$ cat config.mk
export PLATFORM = sky130hd
export DESIGN_NAME = rf_writeback_arbiter_flat
export DESIGN_NICKNAME = d
export VERILOG_FILES = /design/src/rtl/rf_pkg.sv /design/src/rtl/rf_writeback_arbiter_if.sv /design/src/rtl/rr_pick2.sv /design/src/rtl/rf_writeback_arbiter.sv /design/src/flat_wrapper.sv
export SDC_FILE = /design/constraint.sdc
export NUM_CORES = 1
export LEC_CHECK = 0
export BUFFER_PORTS_ARGS = -buffer_cell sky130_fd_sc_hd__buf_4
export CORE_MARGIN = 2
export CORE_UTILIZATION = 53
export DETAILED_ROUTE_END_ITERATION = 8
export GPL_ROUTABILITY_DRIVEN = 0
export PLACE_DENSITY = 0.92
export SLEW_MARGIN = 15
export SYNTH_ARGS = -nofsm -noshare
export SYNTH_HDL_FRONTEND = slang
export SYNTH_SLANG_ARGS = --single-unit
export TNS_END_PERCENT = 50
$ cat constraint.sdc
create_clock -name Clk -period 5.6 [get_ports Clk]
set_input_delay 0.84 -clock Clk [delete_from_list [all_inputs] [get_ports Clk]]
set_output_delay 0.84 -clock Clk [all_outputs]
set_load 0.005 [all_outputs]
$ cat src/rtl/rf_pkg.sv
// Register-file geometry, write-back payload type and the destination decode helper.
package rf_pkg;

    localparam int unsigned NREQ_DEF = 4;
    localparam int unsigned NREG     = 8;
    localparam int unsigned AW       = 3;
    localparam int unsigned DW       = 16;

    typedef struct packed {
        logic [AW-1:0] dest;
        logic [DW-1:0] data;
    } wb_req_t;

    // One-hot register select; destinations beyond the register file decode to zero.
    function automatic logic [NREG-1:0] onehot_dest(input logic [AW-1:0] dest);
        logic [NREG-1:0] oh;
        oh = '0;
        if (32'(dest) < NREG) begin
            oh[dest] = 1'b1;
        end
        return oh;
    endfunction

endpackage

$ cat src/rtl/rf_writeback_arbiter_if.sv
// Write-back requester, issue and register-file write bundle around the arbiter.
interface rf_writeback_arbiter_if #(
    parameter int unsigned NREQ = 4
);
    import rf_pkg::*;

    logic [NREQ-1:0]    req_valid;
    logic [NREQ*AW-1:0] req_dest;
    logic [NREQ*DW-1:0] req_data;
    logic [NREQ-1:0]    req_ready;

    logic               issue_valid;
    logic [AW-1:0]      issue_dest;

    logic               wr0_en;
    logic [AW-1:0]      wr0_addr;
    logic [DW-1:0]      wr0_data;
    logic               wr1_en;
    logic [AW-1:0]      wr1_addr;
    logic [DW-1:0]      wr1_data;

    logic [NREG-1:0]    busy;

    // Execution units and issue logic side.
    modport master (
        output req_valid, req_dest, req_data, issue_valid, issue_dest,
        input  req_ready, wr0_en, wr0_addr, wr0_data, wr1_en, wr1_addr, wr1_data, busy
    );

    // Arbiter side.
    modport slave (
        input  req_valid, req_dest, req_data, issue_valid, issue_dest,
        output req_ready, wr0_en, wr0_addr, wr0_data, wr1_en, wr1_addr, wr1_data, busy
    );

endinterface

$ cat src/rtl/rr_pick2.sv
// Rotating two-winner picker: first valid from ptr wins A, next valid with a different dest wins B.
module rr_pick2 #(
    parameter int unsigned NREQ = 4,
    parameter int unsigned AW   = 3,
    parameter int unsigned PW   = 2
) (
    input  logic [NREQ-1:0]    valid,
    input  logic [NREQ*AW-1:0] dest,
    input  logic [PW-1:0]      ptr,
    output logic [NREQ-1:0]    grant,
    output logic [PW-1:0]      idx_a,
    output logic [PW-1:0]      idx_b,
    output logic               hit_a,
    output logic               hit_b
);

    logic [PW:0]   cand_w;
    logic [PW-1:0] cand;
    logic [AW-1:0] cand_dest;
    logic [AW-1:0] dest_a;

    // Walk the requesters in rotated order; a same-dest candidate after A is skipped.
    always_comb begin
        grant     = '0;
        idx_a     = '0;
        idx_b     = '0;
        hit_a     = 1'b0;
        hit_b     = 1'b0;
        dest_a    = '0;
        cand_w    = '0;
        cand      = '0;
        cand_dest = '0;
        for (int unsigned k = 0; k < NREQ; k++) begin
            cand_w = {1'b0, ptr} + (PW+1)'(k);
            if (cand_w >= (PW+1)'(NREQ)) begin
                cand_w = cand_w - (PW+1)'(NREQ);
            end
            cand      = cand_w[PW-1:0];
            cand_dest = dest[32'(cand)*AW +: AW];
            if (valid[cand]) begin
                if (!hit_a) begin
                    hit_a       = 1'b1;
                    idx_a       = cand;
                    dest_a      = cand_dest;
                    grant[cand] = 1'b1;
                end else if (!hit_b && (cand_dest != dest_a)) begin
                    hit_b       = 1'b1;
                    idx_b       = cand;
                    grant[cand] = 1'b1;
                end
            end
        end
    end

endmodule

$ cat src/rtl/rf_writeback_arbiter.sv
// Shares the two register-file write ports among NREQ write-back requesters and
// tracks outstanding register writes in a busy scoreboard.
module rf_writeback_arbiter
    import rf_pkg::*;
#(
    parameter int unsigned NREQ = NREQ_DEF
) (
    input  logic                  Clk,
    input  logic                  Reset,
    rf_writeback_arbiter_if.slave bus
);

    localparam int unsigned PW = (NREQ > 1) ? $clog2(NREQ) : 1;

    logic [PW-1:0]   rr_ptr_q, rr_ptr_d;
    logic [NREQ-1:0] grant;
    logic [PW-1:0]   idx_a, idx_b;
    logic            hit_a, hit_b;
    wb_req_t         req_a, req_b;

    logic            wr0_en_q, wr0_en_d;
    logic [AW-1:0]   wr0_addr_q, wr0_addr_d;
    logic [DW-1:0]   wr0_data_q, wr0_data_d;
    logic            wr1_en_q, wr1_en_d;
    logic [AW-1:0]   wr1_addr_q, wr1_addr_d;
    logic [DW-1:0]   wr1_data_q, wr1_data_d;

    logic [NREG-1:0] busy_q, busy_d;
    logic [NREG-1:0] busy_set, busy_clr;

    // Advance past the given requester, wrapping at NREQ.
    function automatic logic [PW-1:0] wrap_inc(input logic [PW-1:0] idx);
        logic [PW:0] nxt;
        nxt = {1'b0, idx} + (PW+1)'(1);
        if (nxt >= (PW+1)'(NREQ)) begin
            nxt = '0;
        end
        return nxt[PW-1:0];
    endfunction

    rr_pick2 #(
        .NREQ (NREQ),
        .AW   (AW),
        .PW   (PW)
    ) u_pick (
        .valid (bus.req_valid),
        .dest  (bus.req_dest),
        .ptr   (rr_ptr_q),
        .grant (grant),
        .idx_a (idx_a),
        .idx_b (idx_b),
        .hit_a (hit_a),
        .hit_b (hit_b)
    );

    // Grants are suppressed while reset is asserted so no transfer completes in reset.
    assign bus.req_ready = Reset ? '0 : grant;

    // Extract the payloads of the two winners.
    always_comb begin
        req_a = '{dest: bus.req_dest[32'(idx_a)*AW +: AW], data: bus.req_data[32'(idx_a)*DW +: DW]};
        req_b = '{dest: bus.req_dest[32'(idx_b)*AW +: AW], data: bus.req_data[32'(idx_b)*DW +: DW]};
    end

    // Next pointer, port registers and scoreboard.
    always_comb begin
        rr_ptr_d   = rr_ptr_q;
        wr0_en_d   = hit_a;
        wr0_addr_d = wr0_addr_q;
        wr0_data_d = wr0_data_q;
        wr1_en_d   = hit_b;
        wr1_addr_d = wr1_addr_q;
        wr1_data_d = wr1_data_q;
        busy_clr   = '0;
        busy_set   = '0;

        if (hit_b) begin
            rr_ptr_d = wrap_inc(idx_b);
        end else if (hit_a) begin
            rr_ptr_d = wrap_inc(idx_a);
        end

        if (hit_a) begin
            wr0_addr_d = req_a.dest;
            wr0_data_d = req_a.data;
            busy_clr   = busy_clr | onehot_dest(req_a.dest);
        end
        if (hit_b) begin
            wr1_addr_d = req_b.dest;
            wr1_data_d = req_b.data;
            busy_clr   = busy_clr | onehot_dest(req_b.dest);
        end

        if (bus.issue_valid) begin
            busy_set = onehot_dest(bus.issue_dest);
        end

        // A fresh issue overrides a completing write to the same register.
        busy_d = (busy_q & ~busy_clr) | busy_set;
    end

    // State registers with asynchronous reset.
    always_ff @(posedge Clk or posedge Reset) begin
        if (Reset) begin
            rr_ptr_q   <= '0;
            wr0_en_q   <= 1'b0;
            wr0_addr_q <= '0;
            wr0_data_q <= '0;
            wr1_en_q   <= 1'b0;
            wr1_addr_q <= '0;
            wr1_data_q <= '0;
            busy_q     <= '0;
        end else begin
            rr_ptr_q   <= rr_ptr_d;
            wr0_en_q   <= wr0_en_d;
            wr0_addr_q <= wr0_addr_d;
            wr0_data_q <= wr0_data_d;
            wr1_en_q   <= wr1_en_d;
            wr1_addr_q <= wr1_addr_d;
            wr1_data_q <= wr1_data_d;
            busy_q     <= busy_d;
        end
    end

    assign bus.wr0_en   = wr0_en_q;
    assign bus.wr0_addr = wr0_addr_q;
    assign bus.wr0_data = wr0_data_q;
    assign bus.wr1_en   = wr1_en_q;
    assign bus.wr1_addr = wr1_addr_q;
    assign bus.wr1_data = wr1_data_q;
    assign bus.busy     = busy_q;

endmodule

$ cat src/flat_wrapper.sv
// flat-port wrapper written by rule: the top's interface ports become plain ports
module rf_writeback_arbiter_flat import rf_pkg::*;
#(
    parameter int unsigned NREQ = NREQ_DEF
)
  (Clk, Reset, bus_req_valid, bus_req_dest, bus_req_data, bus_issue_valid, bus_issue_dest, bus_req_ready, bus_wr0_en, bus_wr0_addr, bus_wr0_data, bus_wr1_en, bus_wr1_addr, bus_wr1_data, bus_busy);
  rf_writeback_arbiter_if #(.NREQ(NREQ)) bus_i ();
  input  logic Clk;
  input  logic Reset;
  input wire logic [$bits(bus_i.req_valid)-1:0] bus_req_valid;
  input wire logic [$bits(bus_i.req_dest)-1:0] bus_req_dest;
  input wire logic [$bits(bus_i.req_data)-1:0] bus_req_data;
  input wire logic [$bits(bus_i.issue_valid)-1:0] bus_issue_valid;
  input wire logic [$bits(bus_i.issue_dest)-1:0] bus_issue_dest;
  output wire logic [$bits(bus_i.req_ready)-1:0] bus_req_ready;
  output wire logic [$bits(bus_i.wr0_en)-1:0] bus_wr0_en;
  output wire logic [$bits(bus_i.wr0_addr)-1:0] bus_wr0_addr;
  output wire logic [$bits(bus_i.wr0_data)-1:0] bus_wr0_data;
  output wire logic [$bits(bus_i.wr1_en)-1:0] bus_wr1_en;
  output wire logic [$bits(bus_i.wr1_addr)-1:0] bus_wr1_addr;
  output wire logic [$bits(bus_i.wr1_data)-1:0] bus_wr1_data;
  output wire logic [$bits(bus_i.busy)-1:0] bus_busy;
  assign bus_i.req_valid = bus_req_valid;
  assign bus_i.req_dest = bus_req_dest;
  assign bus_i.req_data = bus_req_data;
  assign bus_i.issue_valid = bus_issue_valid;
  assign bus_i.issue_dest = bus_issue_dest;
  assign bus_req_ready = bus_i.req_ready;
  assign bus_wr0_en = bus_i.wr0_en;
  assign bus_wr0_addr = bus_i.wr0_addr;
  assign bus_wr0_data = bus_i.wr0_data;
  assign bus_wr1_en = bus_i.wr1_en;
  assign bus_wr1_addr = bus_i.wr1_addr;
  assign bus_wr1_data = bus_i.wr1_data;
  assign bus_busy = bus_i.busy;
  rf_writeback_arbiter #(.NREQ(NREQ)) u_core (.Clk(Clk), .Reset(Reset), .bus(bus_i));
endmodule
==> impl_metrics.yaml, run 1 <==
outcome:
  outcome: "finished clean"
final_layout:
  syn2layout_area_growth_pct: 26.0
  diodes: 0
  final_area_mm2: 0.00566
  seqCellArea_mm2: 0.00125
  drive_gt1_share_pct: 35.8
  multi_input_area_mm2: 0.00306
  nets: 716
  nFillCells: 619
sta:
  finalMaxSlewViolations: 0
  worstMarginPinSlew_ns: 0.900
  fin_crit_ns: 5.18
  setup_tns_ns: 0
  finalHoldViolCount: 0
  period_share_pct: 92.5
  clock.fmax_ghz: 0.193
  relSlewSlack_pct: 39.4
  rsz0062_at_grt: "false"
  setup_viol: 0
  finalClockSkew_ns: 0.0138
worst_setup_path:
  cpPeakStageDelay_ns: 0.74
  crit_fanout: 19
  required_ns: 4.76
  crit_path_start_kind: "register"
  timing.rr.start: "u_core.rr_ptr_q[1]$_DFFE_PP0P_"
  ff2ff_path_depth: 12
  r2r_slack_ns: 0.50
  setup.worst_path.class: "reg2out"
  crit_chain: "inv_1 -> ha_1 -> mux4_2 -> and3_1 -> o21ai_0 -> a32oi_2 -> nor3_2 -> nor2_1 -> a21oi_1 -> nor2_1 -> nand2_1 -> a21oi_1 -> buf_4"
  reg2reg_to: "u_core.bus.wr1_data[8]$_DFFE_PP0P_"
  worstSetupEndpointType: "output pin"
  cp.arrival_ns: 4.34
  slowest_stage: "ha_1"
global_routing:
  antenna_found_initial: 0
  grt_overflow_total: 0
  grt_max_degree: 51
  grt_use_total_pct: 30.4
  grt_pass1_wl_um: 21600
  grt_pass1_vias: 4295
route:
  vias: 4559
  detail-route-antenna-nets: 0
  drc: 0
  drtIter0Drc: 224
  drtPass1Iterations: 7
  routedWlPerCell_um: 18.8
  routed_wl_um: 13800
  avgViaCountPerCell: 6.24
clock_tree:
  clock-sinks: 50
  clock-root-buffer: "clkbuf_8"
  cts_buffers: 5
  htree_levels: 2
  clk_pin_slew_ns: 0.09
  cts_max_path_buffers: 2
  clock_latency_ns: 0.32
  tritoncts: "built"
run:
  maxCapViolCount: 0
min_path:
  min_path_type: "reg2reg"
  worstHoldEndpoint: "u_core.bus.wr1_data[13]$_DFFE_PP0P_"
  worstHoldStart: "u_core.bus.wr1_data[13]$_DFFE_PP0P_"
  min_path_cells: 2
synthesis:
  syn_nets: 600
  yosysSeqAreaShare_pct: 27.8
  synth.avg_cell_area_um2: 8.83
  synth.area.top_cells: "dfrtp_1 28%, mux2i_1 11%, mux2_2 9.8%"
  yosysTopAreaCell: "dfrtp_1"
  ys.flop_type: "dfrtp_1"
  yosysTopAreaCellShare_pct: 27.8
  synth_most_common_cell: "nand2_1"
  synth_enable_flop_cells: 0
  netlist-cell-type-count: 59
  ys_warn_count: 0
  ys_ff_latch: 50
  synth_top_cells_by_count: "77 x nand2_1, 69 x o21ai_0, 50 x dfrtp_1"
  synthArstFlopShare_pct: 100
  netlist_area_mm2: 0.00449
  syn_inst: 509
placement:
  hpwl_um: 10400
  portBuffers: 137
  placed_area_mm2: 0.00557
floorplan:
  rows: 33
  num_io_pins: 138
  die_w_um: 96.1
  initial_core_util_pct: 54.7
  fp.coreArea_mm2: 0.00822
  die_area_mm2: 0.00923
  dieHeight_um: 96.1
==> cell families (layout without fill, tap and decap cells) <==
kind of cell,Yosys count,after routing,synth area share [%]
AOI/OAI and AO/OA,138,138,19.3
buffers and inverters,48,165,4.62
xor gates and xnor gates,15,15,2.92
and+or+nand+nor,150,150,15.4
DFF,50,50,27.8
muxes,103,103,28.6
adders and majority gates,5,5,1.39
==> worst max-delay path: cells and delay by family, from the launching register on <==
family | cells | cell delay (ns)
flip-flops | 1 | 0.68
AND/OR/NAND/NOR | 5 | 1.01
multiplexers | 1 | 0.58
buffers and inverters | 2 | 0.34
adder cells (fa/ha/maj) | 1 | 0.74
AO/OA/AOI/OAI | 4 | 0.69
==> cell usage in the layout (no fill, tap or decap), types with 5 or more instances in the layout <==
cell type and n:
a2111oi_0 8, a21oi_1 26, buf_4 145, clkbuf_8 5
dfrtp_1 50, ha_1 5, inv_1 9, mux2_2 39
mux2i_1 48, mux4_2 15, nand2_1 76, nor2_1 31
o21ai_0 69, xnor2_1 10, xor2_1 5
==> metal layers <==
layer	up-vias	track usage [%]	wire length, um	share of wire, %
li1	2109	-	-	-
met1	2140	36.2	4900	36
met4	0	15.6	597	4.3
met3	36	7.52	1410	10
met2	274	50.9	6870	50
met5	-	0	0	0
==> worst max-delay path by stage <==
stage,from,end
after global routing,u_core.rr_ptr_q[1]$_DFFE_PP0P_,bus_req_ready[2]
after global placement,u_core.rr_ptr_q[1]$_DFFE_PP0P_,u_core.bus.wr1_data[2]$_DFFE_PP0P_
after detailed placement,u_core.rr_ptr_q[1]$_DFFE_PP0P_,u_core.bus.wr1_data[8]$_DFFE_PP0P_
final,u_core.rr_ptr_q[1]$_DFFE_PP0P_,bus_req_ready[2]
after CTS,u_core.rr_ptr_q[1]$_DFFE_PP0P_,u_core.bus.wr1_data[8]$_DFFE_PP0P_
after floorplan,u_core.rr_ptr_q[0]$_DFFE_PP0P_,u_core.bus.busy[5]$_DFF_PP0_
==> cell type report <==
| cell class | count | area share [%] |
|---|---|---|
| Inverter | 12 | 0.795 |
| Tap cell | 105 | 2.32 |
| Multi-Input combinational cell | 411 | 54.0 |
| Clock inverter | 2 | 0.243 |
| Clock buffer | 6 | 1.28 |
| Sequential cell | 50 | 22.1 |
| Timing Repair Buffer | 145 | 19.2 |
==> through the flow <==
stage          hold WS, ns  util [%]  setup slack [ns]  cells
5_1_grt              0.512      68.9             0.126    731
6_report             0.489      68.9             0.418    731
2_1_floorplan        0.470         -             0.858    509
3_5_place_dp         0.472      67.8             0.375    722
4_1_cts              0.493      68.8             0.368    730
3_3_place_gp         0.465      67.8             0.653    722
==> sequential cells by signal, summed over array words and instances, names as in the netlist <==
register	cells
u_core.bus.wr0_data	16
u_core.bus.wr1_data	16
u_core.bus.busy	8
u_core.bus.wr0_addr	3
u_core.bus.wr1_addr	3
u_core.rr_ptr_q	2
u_core.bus.wr0_en	1
u_core.bus.wr1_en	1
==> what timing repair did <==
action                     CTS  global route
setup endpoints to repair    0             2
hold buffers                 0             0
setup buffers                0             1
resized for setup            0             0
Power of run 1 is not shown: default switching activity piles up to over one toggle a cycle in this logic, so the estimate is an artifact.
==> run 2, diff against run 1 <==
--- a/config.mk
+++ b/config.mk
@@ -7,10 +7,11 @@
 export LEC_CHECK = 0
 export BUFFER_PORTS_ARGS = -buffer_cell sky130_fd_sc_hd__buf_4
 export CORE_MARGIN = 2
-export CORE_UTILIZATION = 53
+export CORE_UTILIZATION = 50
+export CTS_BUF_LIST = sky130_fd_sc_hd__clkbuf_8
 export DETAILED_ROUTE_END_ITERATION = 8
 export GPL_ROUTABILITY_DRIVEN = 0
-export PLACE_DENSITY = 0.92
+export PLACE_DENSITY = 0.88
 export SLEW_MARGIN = 15
 export SYNTH_ARGS = -nofsm -noshare
 export SYNTH_HDL_FRONTEND = slang
==> run 2 against run 1 <==
Worst hold slack improved by 0.0021 ns. Clock skew down 0.0039 ns. Sequential share of layout area shrank 0.092 points. Register-to-register slack got worse by 0.04 ns. Global-route usage is 2.7 points lower. Sequential cell count is the same. Die area up 5.8%. Non-clock buffer count increased by 1. Maximum frequency up 0.79%. First-iteration DRC count increased by 18%. Count of clock-buffer cells in the layout unchanged.
==> impl_metrics.yaml, run 2 (synthesis results as in run 1) <==
global_routing:
  grt_overflow_total: 0
  antenna_found_initial: 0
  grt_use_total_pct: 27.7
  grt_pass1_vias: 4399
  grt_pass1_wl_um: 21700
  grt_max_degree: 51
final_layout:
  syn2layout_area_growth_pct: 26.5
  nFillCells: 691
  final_common_cell: "buf_4"
  final_area_mm2: 0.00569
  nets: 717
  layout_common_cells: "146 x buf_4, 76 x nand2_1, 69 x o21ai_0, 50 x dfrtp_1, 48 x mux2i_1"
  diodes: 0
  drive_gt1_share_pct: 36.2
sta:
  finalHoldViolCount: 0
  clock.fmax_ghz: 0.195
  period_share_pct: 91.8
  setup_viol: 0
  setup_tns_ns: 0
  relSlewSlack_pct: 38.0
  fin_ws_ns: 0.459
  finalClockSkew_ns: 0.00989
  rsz0062_at_grt: "false"
  fin_crit_ns: 5.14
  finalMaxSlewViolations: 0
  worstMarginPinSlew_ns: 0.930
placement:
  hpwl_um: 10400
  dpl_worst_slack_ns: 0.321
  portBuffers: 137
  placed_area_mm2: 0.00557
floorplan:
  fp.coreArea_mm2: 0.00872
  num_io_pins: 138
  die_area_mm2: 0.00976
  dieHeight_um: 98.8
  initial_core_util_pct: 51.5
  die_w_um: 98.8
  rows: 34
run:
  maxCapViolCount: 0
clock_tree:
  clk_pin_slew_ns: 0.10
  htree_levels: 2
  cts_max_path_buffers: 2
  cts_buffers: 5
  clock_latency_ns: 0.31
  tritoncts: "built"
  clock-sinks: 50
  clock-root-buffer: "clkbuf_8"
worst_setup_path:
  setup.worst_path.class: "reg2out"
  timing.rr.start: "u_core.rr_ptr_q[1]$_DFFE_PP0P_"
  crit_fanout: 17
  crit_chain: "inv_1 -> ha_2 -> mux4_2 -> or4_4 -> a32oi_2 -> nor3_2 -> nor2_1 -> a21oi_1 -> nor2_1 -> nand2_1 -> a21oi_1 -> buf_4"
  cpPeakStageDelay_ns: 0.74
  crit_family: "simple AND/OR/NAND/NOR gates"
  worst-path-buf-inv: 2
  cp.arrival_ns: 4.30
  slowest_stage: "dfrtp_1"
  worstSetupEndpointType: "output pin"
  crit_path_start_kind: "register"
  required_ns: 4.76
  startpoint: "u_core.rr_ptr_q[1]$_DFFE_PP0P_"
route:
  drc: 0
  routedWlPerCell_um: 18.9
  detail-route-antenna-nets: 0
  routed_wl_um: 13900
  avgViaCountPerCell: 6.22
  vias: 4571
  drtPass1Iterations: 5
  drtIter0Drc: 264
min_path:
  worstHoldStart: "u_core.bus.wr1_data[14]$_DFFE_PP0P_"
  min_path_type: "reg2reg"
outcome:
  outcome: "finished clean"
==> run 2: cell type report <==
type                            count  area [um2]  share of cell area (%)
Sequential cell                    50        1250                    22.0
Multi-Input combinational cell    411        3060                    53.9
Inverter                           12        46.3                   0.814
Timing Repair Buffer              146        1100                    19.3
Clock inverter                      2        12.5                   0.220
Clock buffer                        6        82.6                    1.45
Tap cell                          108         135                    2.38
==> run 2: stage by stage <==
| stage | hold slack [ns] | cells | util, % |
|---|---|---|---|
| floorplan | 0.470 | 509 | - |
| global placement | 0.465 | 725 | 63.9 |
| detailed placement | 0.474 | 725 | 63.9 |
| CTS | 0.494 | 733 | 65.0 |
| global route | 0.519 | 735 | 65.2 |
| finish | 0.491 | 735 | 65.2 |
==> run 2: routing by layer <==
layer / vias up / share of wire, % / global-route usage (%)
li1: 2119 / - / -
met5: - / 0 / 0
met3: 34 / 10 / 8.16
met2: 255 / 50 / 47.6
met1: 2163 / 36 / 32.6
met4: 0 / 3.4 / 11.0
==> run 2: path summary, 6_finish.rpt <==
kind                                                        to  depth (start not counted)  slack [ns]
min                        u_core.bus.wr1_data[14]$_DFFE_PP0P_                          2        0.49
max in group asynchronous   u_core.bus.wr1_addr[0]$_DFFE_PP0P_                          2        4.33
max reg2reg                       u_core.bus.busy[2]$_DFF_PP0_                         12        0.46
max                                           bus_req_ready[3]                         12        0.46
min reg2reg                u_core.bus.wr1_data[14]$_DFFE_PP0P_                          2        0.49
min in group asynchronous       u_core.rr_ptr_q[1]$_DFFE_PP0P_                          2        0.71
==> run 2: worst min-delay path: stages (launching register included) <==
cell and delay (ns):
dfrtp_1 0.36, nand2_1 0.05, o21ai_0 0.06
==> run 2: timing repair <==
item	4_1_cts	5_1_grt
endpoints found under the setup margin	0	19
hold buffers	0	0
resized for setup	0	1
setup buffers	0	2
Power of run 2 is left out for the same reason.
==> run 3, diff against run 2 <==
--- a/config.mk
+++ b/config.mk
@@ -6,7 +6,7 @@
 export NUM_CORES = 1
 export LEC_CHECK = 0
 export BUFFER_PORTS_ARGS = -buffer_cell sky130_fd_sc_hd__buf_4
-export CORE_MARGIN = 2
+export CORE_MARGIN = 4
 export CORE_UTILIZATION = 50
 export CTS_BUF_LIST = sky130_fd_sc_hd__clkbuf_8
 export DETAILED_ROUTE_END_ITERATION = 8
==> run 3 against run 2 <==
Cell count fell by 0.14%. Via count up 1.1%. Critical path depth unchanged. Non-clock buffer count fell by 1. Die area increased by 8.3%. Sequential cell count unchanged. Sequential share of layout area about the same. Maximum frequency fell by 0.14%. Largest cell class unchanged. Highest routed layer unchanged. Worst setup slack got worse by 0.0070 ns. Critical path type is now reg2reg. First-iteration DRC count rose by 9.8%.
==> impl_metrics.yaml, run 3 (synthesis results as in run 1) <==
worst_setup_path:
  crit_path_start_kind: "register"
  worstSetupEndpointType: "register"
  setup.worst_path.class: "reg2reg"
  cpPeakStageDelay_ns: 0.79
  worst-path-buf-inv: 1
  crit_family: "compound AO/OA/AOI/OAI gates"
  crit_fanout: 19
  required_ns: 5.77
  slowest_stage: "o41ai_4"
  cp.arrival_ns: 5.32
  crit_chain: "inv_1 -> ha_1 -> mux4_2 -> nand2_1 -> or4_4 -> a32oi_2 -> nor3_2 -> o41ai_4 -> mux2i_1 -> mux2_2 -> a2111oi_0 -> nor2_1"
floorplan:
  fp.coreArea_mm2: 0.00872
  rows: 34
  die_area_mm2: 0.0106
  initial_core_util_pct: 51.5
  num_io_pins: 138
  dieHeight_um: 103
  die_w_um: 103
final_layout:
  layout_common_cells: "145 x buf_4, 76 x nand2_1, 69 x o21ai_0, 50 x dfrtp_1, 48 x mux2i_1"
  diodes: 0
  nFillCells: 699
  seqCellArea_mm2: 0.00125
  syn2layout_area_growth_pct: 26.3
  multi_input_area_mm2: 0.00307
  final_common_cell: "buf_4"
  drive_gt1_share_pct: 35.8
  nets: 716
sta:
  setup_viol: 0
  setup_tns_ns: 0
  clock.fmax_ghz: 0.194
  worstMarginPinSlew_ns: 0.903
  fin_hold_ws_ns: 0.492
  rsz0062_at_grt: "false"
  finalMaxSlewViolations: 0
  period_share_pct: 91.9
  finalClockSkew_ns: 0.00445
  relSlewSlack_pct: 39.8
  fin_crit_ns: 5.15
  finalHoldViolCount: 0
placement:
  hpwl_um: 11100
  portBuffers: 137
global_routing:
  grt_use_total_pct: 27.7
  antenna_found_initial: 0
  grt_max_degree: 51
  grt_pass1_wl_um: 23000
  grt_overflow_total: 0
  grt_pass1_vias: 4699
clock_tree:
  cts_max_path_buffers: 2
  tritoncts: "built"
  clock_latency_ns: 0.31
  clk_pin_slew_ns: 0.10
  post-cts-setup-buffers: 0
  cts_buffers: 5
  ctsHoldBuffers: 0
  clock-sinks: 50
  clock-root-buffer: "clkbuf_8"
  cts_resized: 0
  htree_levels: 2
outcome:
  outcome: "finished clean"
route:
  avgViaCountPerCell: 6.30
  drtIter0Drc: 290
  routedWlPerCell_um: 19.9
  drtPass1Iterations: 7
  drc: 0
  routed_wl_um: 14600
  detail-route-antenna-nets: 0
  vias: 4622
min_path:
  min_path_type: "reg2reg"
run:
  maxCapViolCount: 0
[run 3: changes by cell type in the layout (fill, tap and decap cells not counted), sizes merged]
cell | previous run | this run
clkinvlp | 1 | 0
clkbuf | 6 | 5
buf | 146 | 145
clkinv | 3 | 4
inv | 10 | 11
[run 3: area by class of cell]
| type | count | area share [%] |
|---|---|---|
| Multi-Input combinational cell | 411 | 54.1 |
| Sequential cell | 50 | 22.0 |
| Timing Repair Buffer | 145 | 19.2 |
| Tap cell | 108 | 2.38 |
| Clock buffer | 5 | 1.21 |
| Inverter | 12 | 0.816 |
| Clock inverter | 3 | 0.309 |
[run 3: layer usage]
metal / global-route usage (%) / part of all wire, % / vias to the layer above
met1: 31.7 / 36 / 2187
met3: 7.51 / 9.9 / 52
met5: 0 / 0 / -
met2: 49.0 / 51 / 270
met4: 11.0 / 3.3 / 0
li1: - / - / 2113
[run 3: per-stage QoR]
| step | instances | area [um2] | worst slack (ns) | utilization (%) |
|---|---|---|---|---|
| 2_1_floorplan | 509 | 4490 | 0.858 | - |
| 3_3_place_gp | 726 | 5590 | 0.848 | 64.1 |
| 3_5_place_dp | 726 | 5590 | 0.505 | 64.1 |
| 4_1_cts | 734 | 5680 | 0.497 | 65.1 |
| 5_1_grt | 734 | 5680 | 0.143 | 65.1 |
| 6_report | 734 | 5680 | 0.452 | 65.1 |
[run 3: final timing paths]
kind | depth (start not counted) | slack [ns] | to | start
worst max-delay path | 12 | 0.45 | u_core.bus.busy[3]$_DFF_PP0_ | u_core.rr_ptr_q[1]$_DFFE_PP0P_
worst min-delay path | 2 | 0.49 | u_core.bus.wr0_data[12]$_DFFE_PP0N_ | u_core.bus.wr0_data[12]$_DFFE_PP0N_
worst max register to register | 12 | 0.45 | u_core.bus.busy[3]$_DFF_PP0_ | u_core.rr_ptr_q[1]$_DFFE_PP0P_
worst min register to register | 2 | 0.49 | u_core.bus.wr0_data[12]$_DFFE_PP0N_ | u_core.bus.wr0_data[12]$_DFFE_PP0N_
max in group asynchronous | 2 | 4.35 | u_core.bus.wr1_data[0]$_DFFE_PP0P_ | Reset
min in group asynchronous | 2 | 0.71 | u_core.rr_ptr_q[1]$_DFFE_PP0P_ | Reset
[run 3: worst register-to-register path: stages, from the launching register on]
cell	delay [ns]
dfrtp_1	0.72
inv_1	0.20
ha_1	0.60
mux4_2	0.51
nand2_1	0.11
or4_4	0.44
a32oi_2	0.25
nor3_2	0.13
o41ai_4	0.80
mux2i_1	0.22
mux2_2	0.35
a2111oi_0	0.60
nor2_1	0.09
Power of run 3 is left out for the same reason.
